==> src/rtl/lab_decoder_pkg.sv <==
// Shared types and helpers for the lab board digit/LED select decoder.
// Widths are sized for the largest select the boards use.
package lab_decoder_pkg;

    localparam int SEL_W_DEF = 2;
    localparam int OUT_W     = 2 ** SEL_W_DEF;
    localparam int MAX_SEL_W = 6;
    localparam int MAX_OUT_W = 2 ** MAX_SEL_W;

    localparam logic [1:0] ST_IDLE   = 2'd0;
    localparam logic [1:0] ST_DIRECT = 2'd1;
    localparam logic [1:0] ST_SCAN   = 2'd2;

    function automatic logic [MAX_OUT_W-1:0] onehot(
        input logic [MAX_SEL_W-1:0] sel,
        input logic                 act_low
    );
        logic [MAX_OUT_W-1:0] v;
        v      = '0;
        v[sel] = 1'b1;
        return act_low ? ~v : v;
    endfunction

endpackage

==> src/rtl/lab_scan_timer.sv <==
// Dwell tick counter for scan mode; strobes advance on the last tick
// of each index. A dwell of 0 behaves like a dwell of 1.
module lab_scan_timer #(
    parameter int DWELL_W = 8
) (
    input  logic               clk,
    input  logic               rst,
    input  logic               clear,
    input  logic               run,
    input  logic [DWELL_W-1:0] dwell,
    output logic               advance
);

    logic [DWELL_W-1:0] tick;
    logic [DWELL_W-1:0] last;

    // >= so a dwell lowered below the current count advances at once
    assign last    = (dwell == '0) ? '0 : dwell - 1'b1;
    assign advance = run && (tick >= last);

    always_ff @(posedge clk or posedge rst) begin
        if (rst) begin
            tick <= '0;
        end else if (clear) begin
            tick <= '0;
        end else if (advance) begin
            tick <= '0;
        end else if (run) begin
            tick <= tick + 1'b1;
        end
    end

endmodule

==> src/rtl/lab_decoder_scan.sv <==
// Registered one-hot select decoder with direct and auto-scan modes,
// driving multiplexed LED / 7-segment digit selects.
module lab_decoder_scan
    import lab_decoder_pkg::*;
#(
    parameter int SEL_W   = 2,
    parameter int DWELL_W = 8,
    parameter int ACT_LOW = 0
) (
    input  logic                clk,
    input  logic                rst,
    input  logic                enable,
    input  logic                mode,
    input  logic [SEL_W-1:0]    sel_in,
    input  logic [DWELL_W-1:0]  dwell,
    output logic [2**SEL_W-1:0] dout,
    output logic [SEL_W-1:0]    cur_sel,
    output logic                wrap
);

    localparam int               OUT_N = 2 ** SEL_W;
    localparam logic             AL    = (ACT_LOW != 0);
    localparam logic [SEL_W-1:0] LAST  = '1;

    logic [1:0]           state_q;
    logic [1:0]           state_d;
    logic                 from_scan;
    logic                 restart;
    logic                 clear;
    logic                 run;
    logic                 advance;
    logic [SEL_W-1:0]     sel_d;
    logic                 wrap_d;
    logic [OUT_N-1:0]     dout_d;
    logic [MAX_OUT_W-1:0] oh_wide;
    logic                 unused_hi;

    always_comb begin
        state_d = ST_IDLE;
        if (enable) begin
            state_d = mode ? ST_SCAN : ST_DIRECT;
        end
    end

    // Scan resumes only if the last active mode before any idle gap was SCAN
    assign restart = (state_q != ST_SCAN) && !from_scan;
    assign clear   = (state_d == ST_DIRECT)
                   || ((state_d == ST_SCAN) && restart);
    assign run     = (state_d == ST_SCAN) && !restart;

    lab_scan_timer #(
        .DWELL_W (DWELL_W)
    ) u_timer (
        .clk     (clk),
        .rst     (rst),
        .clear   (clear),
        .run     (run),
        .dwell   (dwell),
        .advance (advance)
    );

    always_comb begin
        sel_d  = cur_sel;
        wrap_d = 1'b0;
        case (state_d)
            ST_DIRECT: sel_d = sel_in;
            ST_SCAN: begin
                if (restart) begin
                    sel_d = '0;
                end else if (advance) begin
                    sel_d  = cur_sel + 1'b1;
                    wrap_d = (cur_sel == LAST);
                end
            end
            default: ;
        endcase
    end

    assign oh_wide   = onehot(MAX_SEL_W'(sel_d), AL);
    assign unused_hi = ^oh_wide[MAX_OUT_W-1:OUT_N];
    assign dout_d    = (state_d == ST_IDLE) ? {OUT_N{AL}}
                                            : oh_wide[OUT_N-1:0];

    always_ff @(posedge clk or posedge rst) begin
        if (rst) begin
            state_q   <= ST_IDLE;
            from_scan <= 1'b0;
            cur_sel   <= '0;
            dout      <= {OUT_N{AL}};
            wrap      <= 1'b0;
        end else begin
            state_q <= state_d;
            cur_sel <= sel_d;
            dout    <= dout_d;
            wrap    <= wrap_d;
            if (state_d == ST_SCAN) begin
                from_scan <= 1'b1;
            end else if (state_d == ST_DIRECT) begin
                from_scan <= 1'b0;
            end
        end
    end

endmodule
==> config.mk <==
export PLATFORM = sky130hd
export DESIGN_NAME = lab_decoder_scan
export DESIGN_NICKNAME = d
export VERILOG_FILES = /design/src/rtl/lab_decoder_pkg.sv /design/src/rtl/lab_scan_timer.sv /design/src/rtl/lab_decoder_scan.sv
export SDC_FILE = /design/constraint.sdc
export NUM_CORES = 1
export LEC_CHECK = 0
export CAP_MARGIN = 20
export CORE_UTILIZATION = 55
export CTS_CLUSTER_DIAMETER = 80
export CTS_CLUSTER_SIZE = 8
export DETAILED_ROUTE_END_ITERATION = 8
export GPL_TIMING_DRIVEN = 1
export PLACE_DENSITY = 0.83
export SLEW_MARGIN = 0
export SYNTH_ARGS = -nofsm -noshare
export SYNTH_HDL_FRONTEND = slang
export SYNTH_SLANG_ARGS = --single-unit
==> constraint.sdc <==
create_clock -name clk -period 3.19 [get_ports clk]
set_input_delay 0.319 -clock clk [delete_from_list [all_inputs] [get_ports clk]]
set_output_delay 0.319 -clock clk [all_outputs]
set_load 0.05 [all_outputs]
==> results of run 1 <==
-- state kept, by name (all words and copies together) (netlist names) --
name / count
from_scan: 1
wrap: 1
u_timer.tick: 8
cur_sel: 2
state_q: 2
dout: 4
-- cell usage after synthesis (all sizes together) --
cell	number	share of area
ha	11	0.12
a2111o	1	0.0096
xor2	2	0.015
a31oi	7	0.050
nand3b	1	0.0064
a21oi	7	0.030
a311oi	1	0.013
a21o	1	0.0064
nor2b	5	0.027
inv	6	0.019
and3	3	0.016
mux2i	3	0.026
a2bb2oi	1	0.0075
o211ai	1	0.0064
nand2	12	0.038
o2111a	1	0.0096
or3	1	0.0053
xnor2	2	0.015
nor3b	2	0.013
clkbuf	1	0.0032
buf	1	0.0064
nand2b	5	0.027
nand3	2	0.0085
a22o	2	0.015
or2b	3	0.019
o21a	1	0.0064
and2	3	0.016
a211oi	1	0.0064
dfrtp	18	0.38
nor4b	1	0.013
nor3	2	0.0085
nor2	7	0.022
o21ai	8	0.034
-- worst min path at each step --
stage / from / endpoint / slack, ns / cells past startpoint
floorplan: rst / cur_sel[0] / 0.26 / 1
global placement: from_scan / from_scan / 0.49 / 1
detailed placement: from_scan / from_scan / 0.51 / 1
CTS: rst / wrap / 0.42 / 2
global route: rst / wrap / 0.47 / 2
finish: rst / wrap / 0.39 / 2
-- routing by layer --
metal	wire length (um)	vias to the layer above
li1	-	517
met1	1360	549
met2	1450	27
met3	122	5
met4	44	0
met5	0	-
-- cell type report --
cell class              count  area, um2  share of cell area
clock buffers               4       36.3              0.0228
inverters                   6       22.5              0.0142
multi-input cells          97        726               0.456
flip-flops and latches     18        450               0.283
well taps                  27       33.8              0.0212
repair buffers             35        323               0.203
-- stage by stage --
stage / TNS [ns] / cell area, um2 / hold WS, ns / util / cells
after floorplan: 0 / 1170 / 0.258 / - / 123
after global placement: -2.79 / 1490 / 0.488 / 0.753 / 181
final: 0 / 1590 / 0.392 / 0.803 / 187
after CTS: 0 / 1560 / 0.416 / 0.789 / 185
after detailed placement: -6.12 / 1490 / 0.507 / 0.753 / 181
after global routing: -0.0151 / 1590 / 0.466 / 0.803 / 187
-- worst max-delay path: cells and delay by family --
kind / cells / cell delay [ns]
buffers and inverters: 2 / 0.61
adder cells (fa/ha/maj): 1 / 0.26
AO/OA/AOI/OAI: 2 / 0.76
AND/OR/NAND/NOR: 6 / 1.13
multiplexers: 1 / 0.25
-- power by group through the flow --
stage | clock network [mW] | registers [mW] | logic, mW
2_1_floorplan | 0 | 0.270 | 0.0598
3_3_place_gp | 0 | 0.253 | 0.127
3_5_place_dp | 0 | 0.253 | 0.131
4_1_cts | 0.152 | 0.249 | 0.138
5_1_grt | 0.162 | 0.252 | 0.153
6_report | 0.153 | 0.249 | 0.142
-- kinds of logic (layout without fill, tap and decap cells) --
logic type | after synthesis | in the layout | synth area share
AND/OR/NAND/NOR | 47 | 47 | 0.220
AO/OA/AOI/OAI | 32 | 32 | 0.194
flip-flops | 18 | 18 | 0.384
adder cells (fa/ha/maj) | 11 | 11 | 0.117
buffers and inverters | 8 | 45 | 0.0288
XOR/XNOR | 4 | 4 | 0.0299
multiplexers | 3 | 3 | 0.0256
-- what timing repair did --
action,in CTS,in global routing
resized for setup,6,6
gates cloned,0,0
pin swaps,3,5
setup endpoints to repair,14,11
buffers inserted,0,2
==> impl_metrics.prom, run 1 <==
# TYPE chip_impl_metric gauge
chip_impl_info{name="status",value="completed"} 1
chip_impl_metric{name="nNetsFinal",unit=""} 186
chip_impl_metric{name="ff2ff_path_depth",unit=""} 8
chip_impl_metric{name="grt_antenna_before_repair",unit=""} 0
chip_impl_metric{name="report.final.slew_viol_count",unit=""} 0
chip_impl_info{name="grt.busiest_layer",value="met2"} 1
chip_impl_metric{name="io_pins",unit=""} 21
chip_impl_metric{name="power.share.switching",unit=""} 0.316
chip_impl_metric{name="totalPowerFinal",unit="mW"} 0.545
chip_impl_metric{name="vias_after_detailed_routing",unit=""} 1098
chip_impl_info{name="worstHoldPathType",value="input pin to asynchronous set/reset pin"} 1
chip_impl_metric{name="fin_crit",unit="ns"} 3.08
chip_impl_metric{name="vias_per_cell",unit=""} 5.87
chip_impl_metric{name="static-leakage-power",unit="nW"} 0.789
chip_impl_metric{name="place_congestion",unit=""} 0.793
chip_impl_metric{name="required",unit="ns"} 3.42
chip_impl_metric{name="max_clock_freq",unit="GHz"} 0.325
chip_impl_metric{name="worst_skew_pair.late_latency",unit="ns"} 0.32
chip_impl_info{name="r2r-end",value="dout[0]"} 1
chip_impl_metric{name="grt_pass1_wl",unit="um"} 4440
chip_impl_metric{name="first_global_vias",unit=""} 944
chip_impl_metric{name="clock_path_buffers",unit=""} 2
chip_impl_metric{name="synth_cells",unit=""} 123
chip_impl_metric{name="max_cap_violations",unit=""} 0
chip_impl_metric{name="floorplan.initialDensity",unit=""} 0.592
chip_impl_metric{name="detail_route.iter0.violations",unit=""} 34
chip_impl_metric{name="synth-seq-cells",unit=""} 18
chip_impl_metric{name="synth_area",unit="mm2"} 0.00117
chip_impl_metric{name="power.density",unit="mW/mm2"} 342
chip_impl_metric{name="finalHoldViolCount",unit=""} 0
chip_impl_metric{name="tritoncts.num_buffers",unit=""} 3
chip_impl_metric{name="slew_headroom",unit=""} 0.484
chip_impl_metric{name="tightest_slew",unit="ns"} 0.766
chip_impl_metric{name="num_antenna_cells",unit=""} 0
chip_impl_metric{name="htreeDepth",unit=""} 1
chip_impl_metric{name="part_of_the_yosys_area_used_for_sequential_elements",unit=""} 0.384
chip_impl_metric{name="global_route.usage.total",unit=""} 0.287
chip_impl_metric{name="syn_avg_cell_area",unit="um2"} 9.53
chip_impl_metric{name="global_route.usage.met2",unit=""} 0.437
chip_impl_metric{name="wl_per_cell",unit="um"} 15.9
chip_impl_metric{name="die_height",unit="um"} 48.2
chip_impl_metric{name="reg2reg_slack",unit="ns"} 0.80
chip_impl_metric{name="route.detailed.drc",unit=""} 0
chip_impl_metric{name="die_boundary_width",unit="um"} 48.2
chip_impl_metric{name="switching_power",unit="mW"} 0.172
chip_impl_metric{name="internal_power",unit="mW"} 0.372
chip_impl_info{name="tritoncts",value="yes"} 1
chip_impl_metric{name="power.combinational.fraction",unit=""} 0.261
chip_impl_metric{name="mappedNetlistNets",unit=""} 148
chip_impl_metric{name="dpl_worst_slack",unit="ns"} -0.494
chip_impl_metric{name="layout_setup_ws",unit="ns"} 0.110
chip_impl_info{name="most_common_library_cell_in_the_layout_ignoring_fill_and_taps",value="dfrtp_1"} 1
chip_impl_info{name="cp-end-kind",value="flip-flop"} 1
chip_impl_metric{name="detail_route.first_pass.iterations",unit=""} 4
chip_impl_metric{name="design.core.area",unit="mm2"} 0.00198
chip_impl_metric{name="finalCritPeriodShare",unit=""} 0.966
chip_impl_metric{name="port-buffer-count",unit=""} 20
chip_impl_metric{name="setup_viol",unit=""} 0
chip_impl_info{name="most-common-layout-cells",value="dfrtp_1 (18), clkdlybuf4s50_1 (16), buf_4 (15), nand2_1 (12), ha_1 (10)"} 1
chip_impl_metric{name="worst-path-max-fanout",unit=""} 5
chip_impl_metric{name="clock_power_share",unit=""} 0.280
chip_impl_metric{name="slowest_delay",unit="ns"} 0.50
chip_impl_metric{name="finalClockSkew",unit="ns"} 0.0141
chip_impl_metric{name="drive_gt1_frac",unit=""} 0.169
chip_impl_metric{name="ctsHoldBuffers",unit=""} 0
chip_impl_metric{name="grt_max_degree",unit=""} 19
chip_impl_info{name="start_kind",value="input pin"} 1
chip_impl_metric{name="met1_usage_grt",unit=""} 0.412
chip_impl_info{name="timing.critical_path.from",value="dwell[3]"} 1
chip_impl_metric{name="synthDistinctLibCells",unit=""} 34
chip_impl_info{name="setup.worst_path.end",value="dout[0]"} 1
chip_impl_metric{name="placement_rows",unit=""} 16
chip_impl_info{name="path_class",value="input pin to flip-flop"} 1
chip_impl_metric{name="design.die.area",unit="mm2"} 0.00232
chip_impl_info{name="path_cells",value="clkdlybuf4s50_1 > nor2_2 > nand3b_1 > or3_4 > and2_1 > ha_1 > nand2b_1 > a2111o_1 > a31oi_4 > mux2i_1 > buf_4 > nor4b_4"} 1
chip_impl_metric{name="sequentialPowerShare",unit=""} 0.458
chip_impl_metric{name="globalRoute.totalOverflow",unit=""} 0
chip_impl_info{name="critical-path-slowest-cell",value="a2111o_1"} 1
chip_impl_metric{name="worst_voltage_drop_across_the_vdd_grid",unit="mV"} 0.309
chip_impl_metric{name="grt_use_met3",unit=""} 0.0333
chip_impl_metric{name="timing.critical_path.arrival",unit="ns"} 3.31
chip_impl_metric{name="clk_pin_slew_worst_paths",unit="ns"} 0.12
chip_impl_metric{name="area_growth",unit="%"} 35.8
chip_impl_metric{name="drt.antenna.violating_nets",unit=""} 0
chip_impl_info{name="critical_path.reg2reg.startpoint",value="u_timer.tick[0]"} 1
chip_impl_metric{name="cts.sinks",unit=""} 18
chip_impl_metric{name="filler_cell_count",unit=""} 98
chip_impl_metric{name="dpl.hpwl",unit="um"} 2120
chip_impl_metric{name="yosys_warnings",unit=""} 0
chip_impl_metric{name="routed_wirelength",unit="um"} 2980
chip_impl_info{name="root_buffer",value="clkbuf_4"} 1
No activity file was read; power rests on OpenSTA's default activity.
==> inputs of run 2 (changes only) <==
Settings changed: SLEW_MARGIN 0 to 30.
==> results of run 2 <==
No change in the layout: final DEF, timing and power equal those of run 1.
